$ cat src/rtl/pc_sequencer.sv
// ---------------------------------------------------------------------------
// PcSequencer (module pc_sequencer)
//
// Purpose:
//   Controls the instruction-fetch program counter.
//   Each cycle it computes the next-PC value and drives the PC register's
//   next-address input, so the PC register itself needs no enable or reset.
//
//   Execution is sequenced through four modes under debug-unit control:
//   idle, continuous run, single step and halted.
//
//   It selects between the sequential (+4), branch and jump targets. It also
//   honours hazard stalls. A redirect that arrives while fetch is held is
//   parked until the PC can actually move.
//
// Parameters:
//   B          - address width
//   RESET_ADDR - address loaded into the PC while reset is asserted
//
// Ports:
//   clk            in   1  system clock, rising edge
//   reset          in   1  synchronous, active-high reset
//   pc_current     in   B  current PC register output
//   branch_taken   in   1  branch redirect request this cycle
//   branch_target  in   B  branch destination
//   jump_taken     in   1  jump redirect request this cycle
//   jump_target    in   B  jump destination
//   stall          in   1  hazard unit: hold fetch this cycle
//   halt_detected  in   1  decode saw a halt instruction
//   run_cmd        in   1  debug unit: enter continuous run (pulse)
//   step_cmd       in   1  debug unit: execute one fetch (pulse)
//   next_pc        out  B  next-address input of the PC register (comb)
//   fetch_en       out  1  PC advances on this edge
//   flush_if_id    out  1  redirect applied this cycle, squash IF/ID
//   state          out  2  IDLE=00, RUN=01, STEP=10, HALTED=11
//   cycle_count    out 32  number of advances since reset
// ---------------------------------------------------------------------------
module pc_sequencer #(
  parameter int unsigned     B          = 32,
  parameter logic [B-1:0]    RESET_ADDR = '0
) (
  input  logic         clk,
  input  logic         reset,
  input  logic [B-1:0] pc_current,
  input  logic         branch_taken,
  input  logic [B-1:0] branch_target,
  input  logic         jump_taken,
  input  logic [B-1:0] jump_target,
  input  logic         stall,
  input  logic         halt_detected,
  input  logic         run_cmd,
  input  logic         step_cmd,
  output logic [B-1:0] next_pc,
  output logic         fetch_en,
  output logic         flush_if_id,
  output logic [1:0]   state,
  output logic [31:0]  cycle_count
);

  typedef enum logic [1:0] {
    IDLE   = 2'b00,
    RUN    = 2'b01,
    STEP   = 2'b10,
    HALTED = 2'b11
  } seq_state_t;

  seq_state_t   state_q;
  seq_state_t   state_d;
  logic         advance;
  logic         redirect_now;
  logic [B-1:0] target_now;
  logic         pending_valid;
  logic [B-1:0] pending_target;
  logic [31:0]  count_q;

  // Decide whether the PC moves this cycle.
  // It only moves in RUN or STEP with no hazard stall. In RUN, a halt seen by
  // decode stops the fetch on that very cycle, so the halt instruction is the
  // last one fetched. In STEP the halt indication is deliberately ignored.
  always_comb begin
    advance = 1'b0;
    if ((state_q == RUN || state_q == STEP) && !stall) begin
      advance = !(state_q == RUN && halt_detected);
    end
  end

  // Pick the redirect for this cycle.
  // The branch belongs to the older instruction in the pipe, so it wins when
  // both a branch and a jump are requested together.
  always_comb begin
    redirect_now = branch_taken || jump_taken;
    target_now   = branch_taken ? branch_target : jump_target;
  end

  // Next-PC select.
  // Reset has the highest priority, so the PC register loads RESET_ADDR on
  // the same edge. A held fetch feeds the current value straight back, which
  // is what lets the PC register go without an enable. A live redirect
  // outranks a parked one, because the live one comes from a younger
  // resolution of control flow.
  always_comb begin
    next_pc = pc_current + B'(4);
    if (reset) begin
      next_pc = RESET_ADDR;
    end else if (!advance) begin
      next_pc = pc_current;
    end else if (redirect_now) begin
      next_pc = target_now;
    end else if (pending_valid) begin
      next_pc = pending_target;
    end
  end

  // Drive the handshake outputs.
  // Both are forced low while reset is held. This keeps the rest of the
  // pipeline quiet even though the FSM register still shows the pre-reset
  // state during that cycle.
  always_comb begin
    fetch_en    = advance && !reset;
    flush_if_id = advance && !reset && (redirect_now || pending_valid);
  end

  // Parked redirect.
  // A redirect that cannot be applied because fetch is held is remembered
  // here. A newer one simply overwrites it. The first cycle that advances
  // consumes it, whether or not a fresh redirect took precedence on that
  // cycle. This guarantees exactly one flush per applied redirect.
  always_ff @(posedge clk) begin
    if (reset) begin
      pending_valid  <= 1'b0;
      pending_target <= '0;
    end else if (redirect_now && !advance) begin
      pending_valid  <= 1'b1;
      pending_target <= target_now;
    end else if (advance) begin
      pending_valid  <= 1'b0;
    end
  end

  // FSM next-state logic.
  // In IDLE, step beats run if both commands arrive together. RUN and HALTED
  // ignore debug commands. STEP returns to IDLE on the single cycle that
  // actually advances, so stalls stretch the step without losing it.
  always_comb begin
    state_d = state_q;
    unique case (state_q)
      IDLE: begin
        if (step_cmd) begin
          state_d = STEP;
        end else if (run_cmd) begin
          state_d = RUN;
        end
      end
      RUN: begin
        if (halt_detected) begin
          state_d = HALTED;
        end
      end
      STEP: begin
        if (advance) begin
          state_d = IDLE;
        end
      end
      HALTED: begin
        state_d = HALTED;
      end
      default: begin
        state_d = IDLE;
      end
    endcase
  end

  // FSM state register.
  // Reset is the only way out of HALTED.
  always_ff @(posedge clk) begin
    if (reset) begin
      state_q <= IDLE;
    end else begin
      state_q <= state_d;
    end
  end

  // Advance counter.
  // Counts every edge on which the PC moves, and wraps naturally at 2^32.
  always_ff @(posedge clk) begin
    if (reset) begin
      count_q <= '0;
    end else if (advance) begin
      count_q <= count_q + 32'd1;
    end
  end

  assign state       = state_q;
  assign cycle_count = count_q;

endmodule

$ cat config.mk
export PLATFORM = sky130hd
export DESIGN_NAME = pc_sequencer
export DESIGN_NICKNAME = d
export VERILOG_FILES = /design/src/rtl/pc_sequencer.sv
export SDC_FILE = /design/constraint.sdc
export NUM_CORES = 1
export LEC_CHECK = 0
export ABC_AREA = 1
export ABC_CLOCK_PERIOD_IN_PS = 2120
export CORE_MARGIN = 4
export CORE_UTILIZATION = 48
export DETAILED_ROUTE_END_ITERATION = 8
export PLACE_DENSITY = 0.87
export RECOVER_POWER = 50
export SYNTH_ARGS = -nofsm -noshare
export SYNTH_HDL_FRONTEND = slang
export SYNTH_SLANG_ARGS = --single-unit
$ cat constraint.sdc
create_clock -name clk -period 2.12 [get_ports clk]
set_input_delay 0.424 -clock clk [delete_from_list [all_inputs] [get_ports clk]]
set_output_delay 0.424 -clock clk [all_outputs]
set_load 0.02 [all_outputs]
# After elaboration in Yosys (flattened, before gate mapping)
# Cells that the tools add are included.
# classes
addsub,2
eq_ne,6
mux,13
n_reduce_logical,15
# ops
cell,count
2-to-1 mux 32 bit,5
adder 32 x 1 -> 32 bit (second input constant),1
adder 32 x 3 -> 32 bit (second input constant),1
2-to-1 mux 2 bit,4
one-hot mux 2 bit (4 select lines),1
logical AND 1 bit,5
equality test 2 bit (second input constant),2
logical NOT 1 bit,4
!= test 2 bit (second input constant),2
logical OR 1 bit,3
2-to-1 mux 1 bit,3
!= test 3 bit (second input constant),1
AND reduction 3 bit,1
equality test 2 x 1 -> 1 bit (second input constant),1
logical NOT 2 bit,1
nonzero test 2 bit,1
# word_totals
register_bits,67
inputBits,104
out_inout_bits,68
wordCells,40

# Depth between registers and ports, before layout
# Gate-level depths: netlist (run 1).
# depth
depth_word,7
depth_mapped,11
mapped_depth_nobuf,11

# Worst setup path after synthesis (run 1)
# OpenSTA, ideal clock, no wires.
# synth_timing
path_kind,register to output
startpoint,register state_q[0] (netlist: state[0])
endpoint,output next_pc[0]
arrival_time_ps,1996
required_time_ps,1696
slack_ps,-300
path_stages_with_launch,10
path_buffers,0
path_cell_list,dfxtp_1 -> inv_1 -> ha_1 -> nand3_4 -> nor2_4 -> inv_2 -> nor2_2 -> a21oi_1 -> a21o_1 -> inv_1
# synth_via
elab_chain_len,6
elab_cells_between_ends,9
cone_classes,eq/ne (2); mux (3); reduce/logical (4)
# synth_rtl
item,line_no,rtl
from (decl),67,seq_state_t state_q;
from (signal assigned),179,state_q <= state_d;
equality test 2 x 1 -> 1 bit / equality test 2 bit (equally long branches),"82, 83",
logical AND 1 bit / logical OR 1 bit (equally long branches),"83, 82",
logical NOT 1 bit / logical AND 1 bit (equally long branches),"83, 82",
2-to-1 mux 1 bit (*),82,if ((state_q == RUN || state_q == STEP) && !stall) begin
2-to-1 mux 32 bit (*),105,end else if (!advance) begin
2-to-1 mux 32 bit (*),103,if (reset) begin
to (decl),53,"output logic [B-1:0] next_pc,"
# Every way passes the cells marked *; elsewhere a longest branch is shown, timed or not.

# Worst setup path in the final report (run 1)
# layout_timing
startpoint,register state_q[0] (netlist: state[0])
endpoint,output next_pc[10]
# The elaborated chain is that of the path after synthesis.

==> run summary, run 1 <==
The endpoint of the worst setup timing path is next_pc[10]. For the worst setup path, the data required time is around 1.7 ns. The post-synthesis sequential area ratio came out at between 20% and 30%. The critical path in this run is classified as reg2out. The launching element of the worst setup path is state[0]. The H-tree was split into 3 levels. The number of input and output port buffers inserted came out at roughly 170. The worst path setup slack after routing came out at -0.3475 ns. The share of final-layout standard cells stronger than drive strength 1 came out at about a quarter. The detail route stage leaves a number of antenna-violating nets equal to 0. The hold violation count in the final report came out at 0. The final total power came out at 6.529 mW. The number of max-slew violations in the final report came out at 0. The worst setup path is captured at an output port. The time the final worst path needs with I/O delays and setup came out at between 2 and 2.5 ns. The netlist area before placement is between 5000 and 6000 um2. The number of setup violations in the final report is 34. dfxtp_1 takes more of the synthesized area than any other cell.

The final setup TNS is -9.456 ns. The warning count from the yosys run came out at 0. The die outline width is roughly 110 um.

The per-instance average area after synthesis came out at about 5.8 um2. The DRC violation total after the first TritonRoute iteration is 711. The worst flop-to-flop path startpoint is state[1]. The post-synthesis async set-or-reset flop share is 0%. The distinct cell type count of the synthesized netlist came out at 47.

The number of cells produced by synthesis is approximately 940. After synthesis, the cell types taking the most area are dfxtp_1 25%, nand2_1 19%, a21oi_1 11%. The worst register-to-register path has a depth of 9. The CTS sink count is 67. The number of storage elements in the synthesis netlist came out at between 60 and 70. The placed standard-cell area came out at just over 8000 um2.

The first-pass GRT wire length is about 36000 um. The peak supply drop came out at between 0.7 and 0.8 mV. The transition time of the tightest slew-check pin is between 0.6 and 0.7 ns. The finished layout cell area is about 8800 um2. The checks that failed: setup timing. The pre-antenna-repair detailed-routing pass consisted of 9 iterations.

The number of inserted filler cells in the final layout came out at 681. The fraction of post-synthesis cell area in the top cell type by area is between 20% and 30%. The area occupied by registers came out at approximately 1300 um2. In this run the tightest slew margin relative to its limit is around 57%.

Setup repair after global routing could not meet its margin everywhere. The die span in y is ~110 um. The total number of vias is 7795. The per-cell routed wire length is 17.29 um. The area growth from synthesis to layout is 62.18%. The setup clock skew after layout is 0.007751 ns. The final-layout worst hold slack is roughly 0.47 ns. Max-cap violations in this run came to 0.

The number of cells on the worst hold path came out at 2. Entering global routing, the biggest net connects 55 pins. The last weighted congestion value of the routability-driven placer is 0.9770. The post-DP HPWL is 15060 um. The area inside the core boundary came out at between 10000 and 15000 um2. TritonCTS built the clock tree.

Across every metal layer, demand over resource in global routing totals between 30% and 40%. In the post-synthesis netlist, the cell with the most instances is nand2_1. Along the worst path, the maximum fanout reaches 8.

The routed via count divided by cell count came out at between 5 and 6. The number of antenna violations at the first check in global routing is 0. The number of nets in the synthesized netlist is roughly 1.1k. In this run the core area contains 38 standard-cell rows.

The total die area is around 13000 um2. In the synthesized netlist the dominant register cell turns out to be dfxtp_1. The sum of routed wire length over all layers is roughly 23000 um.

The tree is rooted in a clkbuf_16. The multi-input gate area in the final layout came out at roughly 3900 um2. The clock latency reported for the late side of the worst-skew pair is about 0.34 ns.

The count of flip-flops with a built-in enable after synthesis is 0. The number of hold-repair buffers added at the cts stage came out at 0. The path class of the tightest hold or removal check is reg2reg. The flow ran to the end, but the final reports show violations.

Once the floorplan was initialized, standard cells occupied between 40 and 50% of the core. The count of unresolved DRC violations after routing is 0. The power per standard cell area came out at ~740 nW/um2. STA classifies the critical path startpoint as a register. The final net count is about 1.3k. The analysis attributes to cell leakage a power of just under 4 nW. The worst path uses 116.4% of the clock period.

The remaining global-route overflow came out at 0. Static timing analysis puts the maximum clock frequency at 0.4053 GHz. The data arrival time of the critical path came out at 2.04 ns. In this run the critical register-to-register path is captured at cycle_count[17]. After clock tree synthesis, the clock-pin slew on the worst setup and hold paths is around 0.07 ns. The number of top-level pins is about 170. Counting instances in the post-synthesis netlist gives the leading cell types as 281 x nand2_1, 120 x nor2_1, 116 x a21oi_1, 91 x inv_1, 67 x dfxtp_1. Buffers inserted during clock tree synthesis total 9. The number of buffers on the longest clock path is 2. The setup check on the worst reg-to-reg path leaves a slack of 0.08 ns.

The via count of the first global-routing pass came out at ~7.5k.
==> cell type report <==
type / instances / share of cell area, %
diodes: 1 / 0.02828
clock buffers: 10 / 2.828
clock inverters: 6 / 0.6081
inverters: 97 / 4.313
multi-input cells: 741 / 43.76
flip-flops and latches: 67 / 15.25
well taps: 140 / 1.980
repair buffers: 289 / 31.11
repair inverters: 1 / 0.1273
==> worst min-delay path by stage <==
stage,from,end,slack (ns)
finish,pending_target[21],pending_target[21],0.47
global route,cycle_count[31],cycle_count[31],0.52
CTS,pending_target[21],pending_target[21],0.47
detailed placement,pending_target[21],pending_target[21],0.46
global placement,pending_target[16],pending_target[16],0.46
floorplan,pending_target[11],pending_target[11],0.45
==> critical path, cell delays in order, from the launching register on <==
cell	delay, ns
dfxtp_4	0.39
inv_4	0.05
ha_4	0.27
nand3_4	0.10
nor2_4	0.22
inv_8	0.11
buf_6	0.15
nor2_4	0.08
nand2_2	0.07
o21ai_1	0.08
buf_4	0.17
==> repair_timing <==
item	in CTS	in global routing
endpoints found under the setup margin	34	34
gates cloned	1	0
resized for setup	307	29
setup buffers	14	2
pin swaps	74	23
==> sequential cells by signal, indices dropped and copies added (netlist names) <==
signal,cells
state,2
pending_target,32
pending_valid,1
cycle_count,32
==> cell families (layout without fill, tap and decap cells) <==
| family | Yosys count | in the layout | share of synthesized area [%] |
|---|---|---|---|
| DFF | 67 | 67 | 24.59 |
| muxes | 1 | 1 | 0.1835 |
| other | 0 | 1 | 0 |
| buffers and inverters | 135 | 403 | 10.14 |
| AOI/OAI and AO/OA | 201 | 201 | 19.91 |
| adders and majority gates | 7 | 7 | 1.605 |
| xor gates and xnor gates | 7 | 7 | 1.124 |
| and+or+nand+nor | 525 | 525 | 42.45 |
==> cells in the final DEF, fill, tap and decap left out, drive strengths merged, types with 6 or more instances in the layout <==
master | synthesis | final
a21oi | 116 | 116
buf | 25 | 150
clkbuf | 13 | 10
clkdlybuf4s15 | 0 | 8
clkdlybuf4s50 | 0 | 102
dfxtp | 67 | 67
dlygate4sd2 | 0 | 23
dlygate4sd3 | 0 | 6
ha | 7 | 7
inv | 97 | 102
nand2 | 293 | 293
nand3 | 60 | 60
nand3b | 6 | 6
nand4 | 9 | 9
nor2 | 145 | 145
o21ai | 55 | 55
o21bai | 8 | 8
xor2 | 6 | 6
==> routing by layer <==
metal  wire length, um  GRT usage (%)  share of wire (%)
met1              8458          39.20                 36
met4              1389          21.69                5.9
met5                 0              0                  0
met3              2638          7.400                 11
met2             10890          56.38                 47
==> where the power goes <==
group          total [mW]  switching, mW  internal [mW]
Sequential           1.58          0.119           1.46
Combinational        3.39           1.88           1.51
Clock                1.56          0.671          0.887
Total                6.53           2.67           3.86
==> through the flow <==
| step | setup WS [ns] | instances | utilization (%) |
|---|---|---|---|
| floorplan | 0.008636 | 943 | - |
| global placement | -0.8658 | 1319 | 73.33 |
| detailed placement | -0.9333 | 1319 | 73.33 |
| CTS | -0.2675 | 1349 | 79.63 |
| global route | -0.3938 | 1351 | 80.53 |
| finish | -0.3475 | 1352 | 80.55 |
Note: power is estimated with default switching activity, not from simulation.
==> inputs of run 2 (changes only) <==
--- a/config.mk
+++ b/config.mk
@@ -7,6 +7,7 @@
 export LEC_CHECK = 0
 export ABC_AREA = 1
 export ABC_CLOCK_PERIOD_IN_PS = 2120
+export CORE_ASPECT_RATIO = 1.1
 export CORE_MARGIN = 4
 export CORE_UTILIZATION = 48
 export DETAILED_ROUTE_END_ITERATION = 8
==> run 2 against run 1 <==
The flow still finishes with violations (setup timing). Critical path depth unchanged. Worst setup slack got worse by 0.0028 ns. Non-clock buffer count increased by 22. Via count increased by 1.5%. Clock-buffer cell count increased by 3. Design area increased by 1.9%. Largest power group unchanged.
==> run summary, run 2 (same netlist as run 1, synthesis figures left out) <==
The number of hold-repair buffers added at the cts stage is 0 (unchanged). The transition time of the tightest slew-check pin came out at 0.6781 ns (+0.04000 ns). The die outline width came out at 109.6 um (-4.3%). The most numerous cell on the critical path is nand2_1.

The total die area is 13140 um2 (about the same). The max-capacitance violation count came to 0 (unchanged). The area inside the core boundary came out at 11010 um2 (+0.25%). The gate family responsible for the most delay along the worst path is simple AND/OR/NAND/NOR gates.

The maximum fanout count along the critical path was 10 (+2). The post-synthesis to final-layout area growth is 65.21%. In the layout the commonest cells are 255 x nand2_1, 130 x buf_4, 116 x a21oi_1, 108 x clkdlybuf4s50_1, 94 x nor2_1. Leaving out fill and tap cells, the most frequent cell in the layout is nand2_1.

The total number of vias came to 7909 (+1.5%). The path type of the worst setup path is reg2out. The last weighted congestion value of the routability-driven placer came out at 0.9758 (-0.12%).

The maximum frequency from static timing analysis was 0.4048 GHz (-0.11%). The biggest cell delay along the critical path is 0.38 ns (about the same). The checks that failed: setup timing. The share of final-layout standard cells stronger than drive strength 1 came out at 25.08% (+1.1 points).

The post-DP HPWL is 15610 um (+3.6%). The critical path required time came out at 1.70 ns (about the same). The worst hold path terminates at pending_target[21]. The area occupied by registers came out at 1349 um2 (unchanged). The end-of-flow core utilization came to 81.85% (+1.3 points).

The number of input and output port buffers inserted was 171 (unchanged). The routed via count divided by cell count came out at 5.735 (-0.52%). The final total power is 6.734 mW (+3.1%). The CTS sink count came to 67 (unchanged). The via count of the first global-routing pass came out at 7770 (+3.4%). The setup clock skew after layout came out at 0.006128 ns (-0.001623 ns). The starting density of the core was 49.55% (-0.12 points). The first-pass GRT wire length came out at 36580 um (+2.0%). The sum of routed wire length over all layers came to 23910 um (+2.3%).

The remaining global-route overflow was 0 (unchanged). TritonCTS built the clock tree. The final net count came out at 1338 (+1.6%). The endpoint of the lowest-slack register-to-register path is cycle_count[18]. The CTS buffer count came out at 9 (unchanged). The leakage power summed over all cells came out at 4.008 nW (+3.3%). The final-layout worst hold slack came out at 0.4914 ns (+0.02074 ns). The min-delay analysis places its worst path in the category reg2reg. The worst flop-to-flop path startpoint is state[0].

The number of setup violations in the final report came out at 34 (unchanged). The minimum setup slack among reg-to-reg paths is 0.19 ns (+0.11 ns). The worst path setup slack after routing is -0.3503 ns (-0.002834 ns). The startpoint class of the critical path is a register.

The peak supply drop is 0.7336 mV (+0.97%). The maximum number of pins on one net before global-route repair came out at 38 (-31%). The die span in y is 119.8 um (+4.5%). The detailed-router iteration count before antenna repair came to 6 (-3). The tightest slew margin relative to the limit came to 54.80% (-2.5 points). The per-cell routed wire length is 17.34 um (+0.29%). The logic depth of the worst register-to-register path is 10 (+1). The total placed cells including tap cells is 1341 (+1.7%). The hold violation count in the final report was 0 (unchanged). The number of inserted filler cells in the final layout is 687 (+0.88%). The number of top-level pins is 172 (unchanged). The number of non-filler instances in the completed layout came to 1379 (+2.0%).

The clock latency reported for the late side of the worst-skew pair is 0.35 ns (about the same). The final period utilization came out at 116.5% (+0.13 points). The number of cells on the worst hold path was 2 (unchanged). The number of antenna violations at the first check in global routing came out at 0 (unchanged). The worst hold path begins at pending_target[21]. Setup repair after global routing could not meet its margin everywhere. The number of max-slew violations in the final report is 0 (unchanged). Among all stages on the critical path, the largest delay is contributed by dfxtp_4. The multi-input gate area in the final layout came out at 3874 um2 (about the same). The count of unresolved DRC violations after routing came out at 0 (unchanged). The time the final worst path needs with I/O delays and setup came out at 2.470 ns (+0.002834 ns). The total inserted antenna cells is 0 (-1). The DRC violation total after the first TritonRoute iteration came to 684 (-3.8%). The worst setup path is captured at an output port. The data arrival time of the critical path was 2.05 ns (about the same). The critical path goes through inv_4 > ha_4 > nand3_4 > nor2_4 > inv_8 > buf_8 > nor2_1 > nand2_1 > nand2_1 > buf_6. The post-CTS clock slew at the launch and capture registers of the worst setup and hold paths is 0.05 ns (-0.02 ns). The post-route antenna net violation count is 0 (unchanged). The number of H-tree branching levels came out at 3 (unchanged). The power per standard cell area is 747.2 nW/um2 (+1.2%).

The cell chosen for the clock root is clkbuf_16. The number of buffers on the longest clock path came to 2 (unchanged). The overall routing resource usage is 34.91% (+0.99 points). The buffering stage count on the worst path with inverters included was 4 (unchanged). The flow ran to the end, but the final reports show violations. The placement row count is 40 (+5.3%).
run 2: power by group:
group          internal [mW]  total, mW  leakage, nW  switching, mW
Sequential              1.46       1.59        0.550          0.126
Combinational           1.62       3.52         3.30           1.90
Clock                   1.02       1.63        0.155          0.611
Total                   4.09       6.73         4.01           2.64
run 2: per-stage QoR:
stage | setup TNS, ns | cell area [um2] | worst slack (ns)
5_1_grt | -10.58 | 9012 | -0.3870
2_1_floorplan | 0 | 5485 | 0.008636
6_report | -8.564 | 9012 | -0.3503
4_1_cts | -6.270 | 8872 | -0.2454
3_5_place_dp | -26.30 | 8150 | -0.9595
3_3_place_gp | -25.25 | 8150 | -0.9080
run 2: layout make-up:
cell class              count  area share, %
multi-input cells         741          42.98
repair buffers            311          32.25
flip-flops and latches     67          14.97
inverters                  97          4.262
clock buffers              13          3.013
well taps                 147          2.041
clock inverters             3         0.4859
run 2: worst max-delay path by stage:
stage / end / cells past startpoint / slack, ns / start
5_1_grt: next_pc[10] / 10 / -0.39 / state[0]
6_report: next_pc[31] / 10 / -0.35 / state[0]
3_3_place_gp: next_pc[16] / 12 / -0.91 / pc_current[2]
3_5_place_dp: next_pc[16] / 12 / -0.96 / pc_current[2]
4_1_cts: next_pc[31] / 12 / -0.25 / state[1]
2_1_floorplan: next_pc[0] / 10 / 0.009 / state[1]
run 2: worst register-to-register path: stages, from the launching register on:
cell     delay (ns)
dfxtp_4        0.38
inv_4          0.04
ha_4           0.27
nand3_4        0.10
inv_2          0.11
buf_4          0.19
nand2_1        0.16
nor2_1         0.21
nand3_1        0.15
o21ai_1        0.15
a21oi_1        0.05
run 2: timing repair:
item	4_1_cts	5_1_grt
setup buffers	18	4
endpoints found under the setup margin	34	34
pin swaps	28	11
gates cloned	1	0
resized for setup	301	35
run 2: layer usage:
metal	vias up	share of wire, %	GRT usage, %
met5	-	0	0
met3	178	10	8.768
met2	581	47	57.71
li1	3624	-	-
met1	3526	35	38.12
met4	0	7.7	25.18
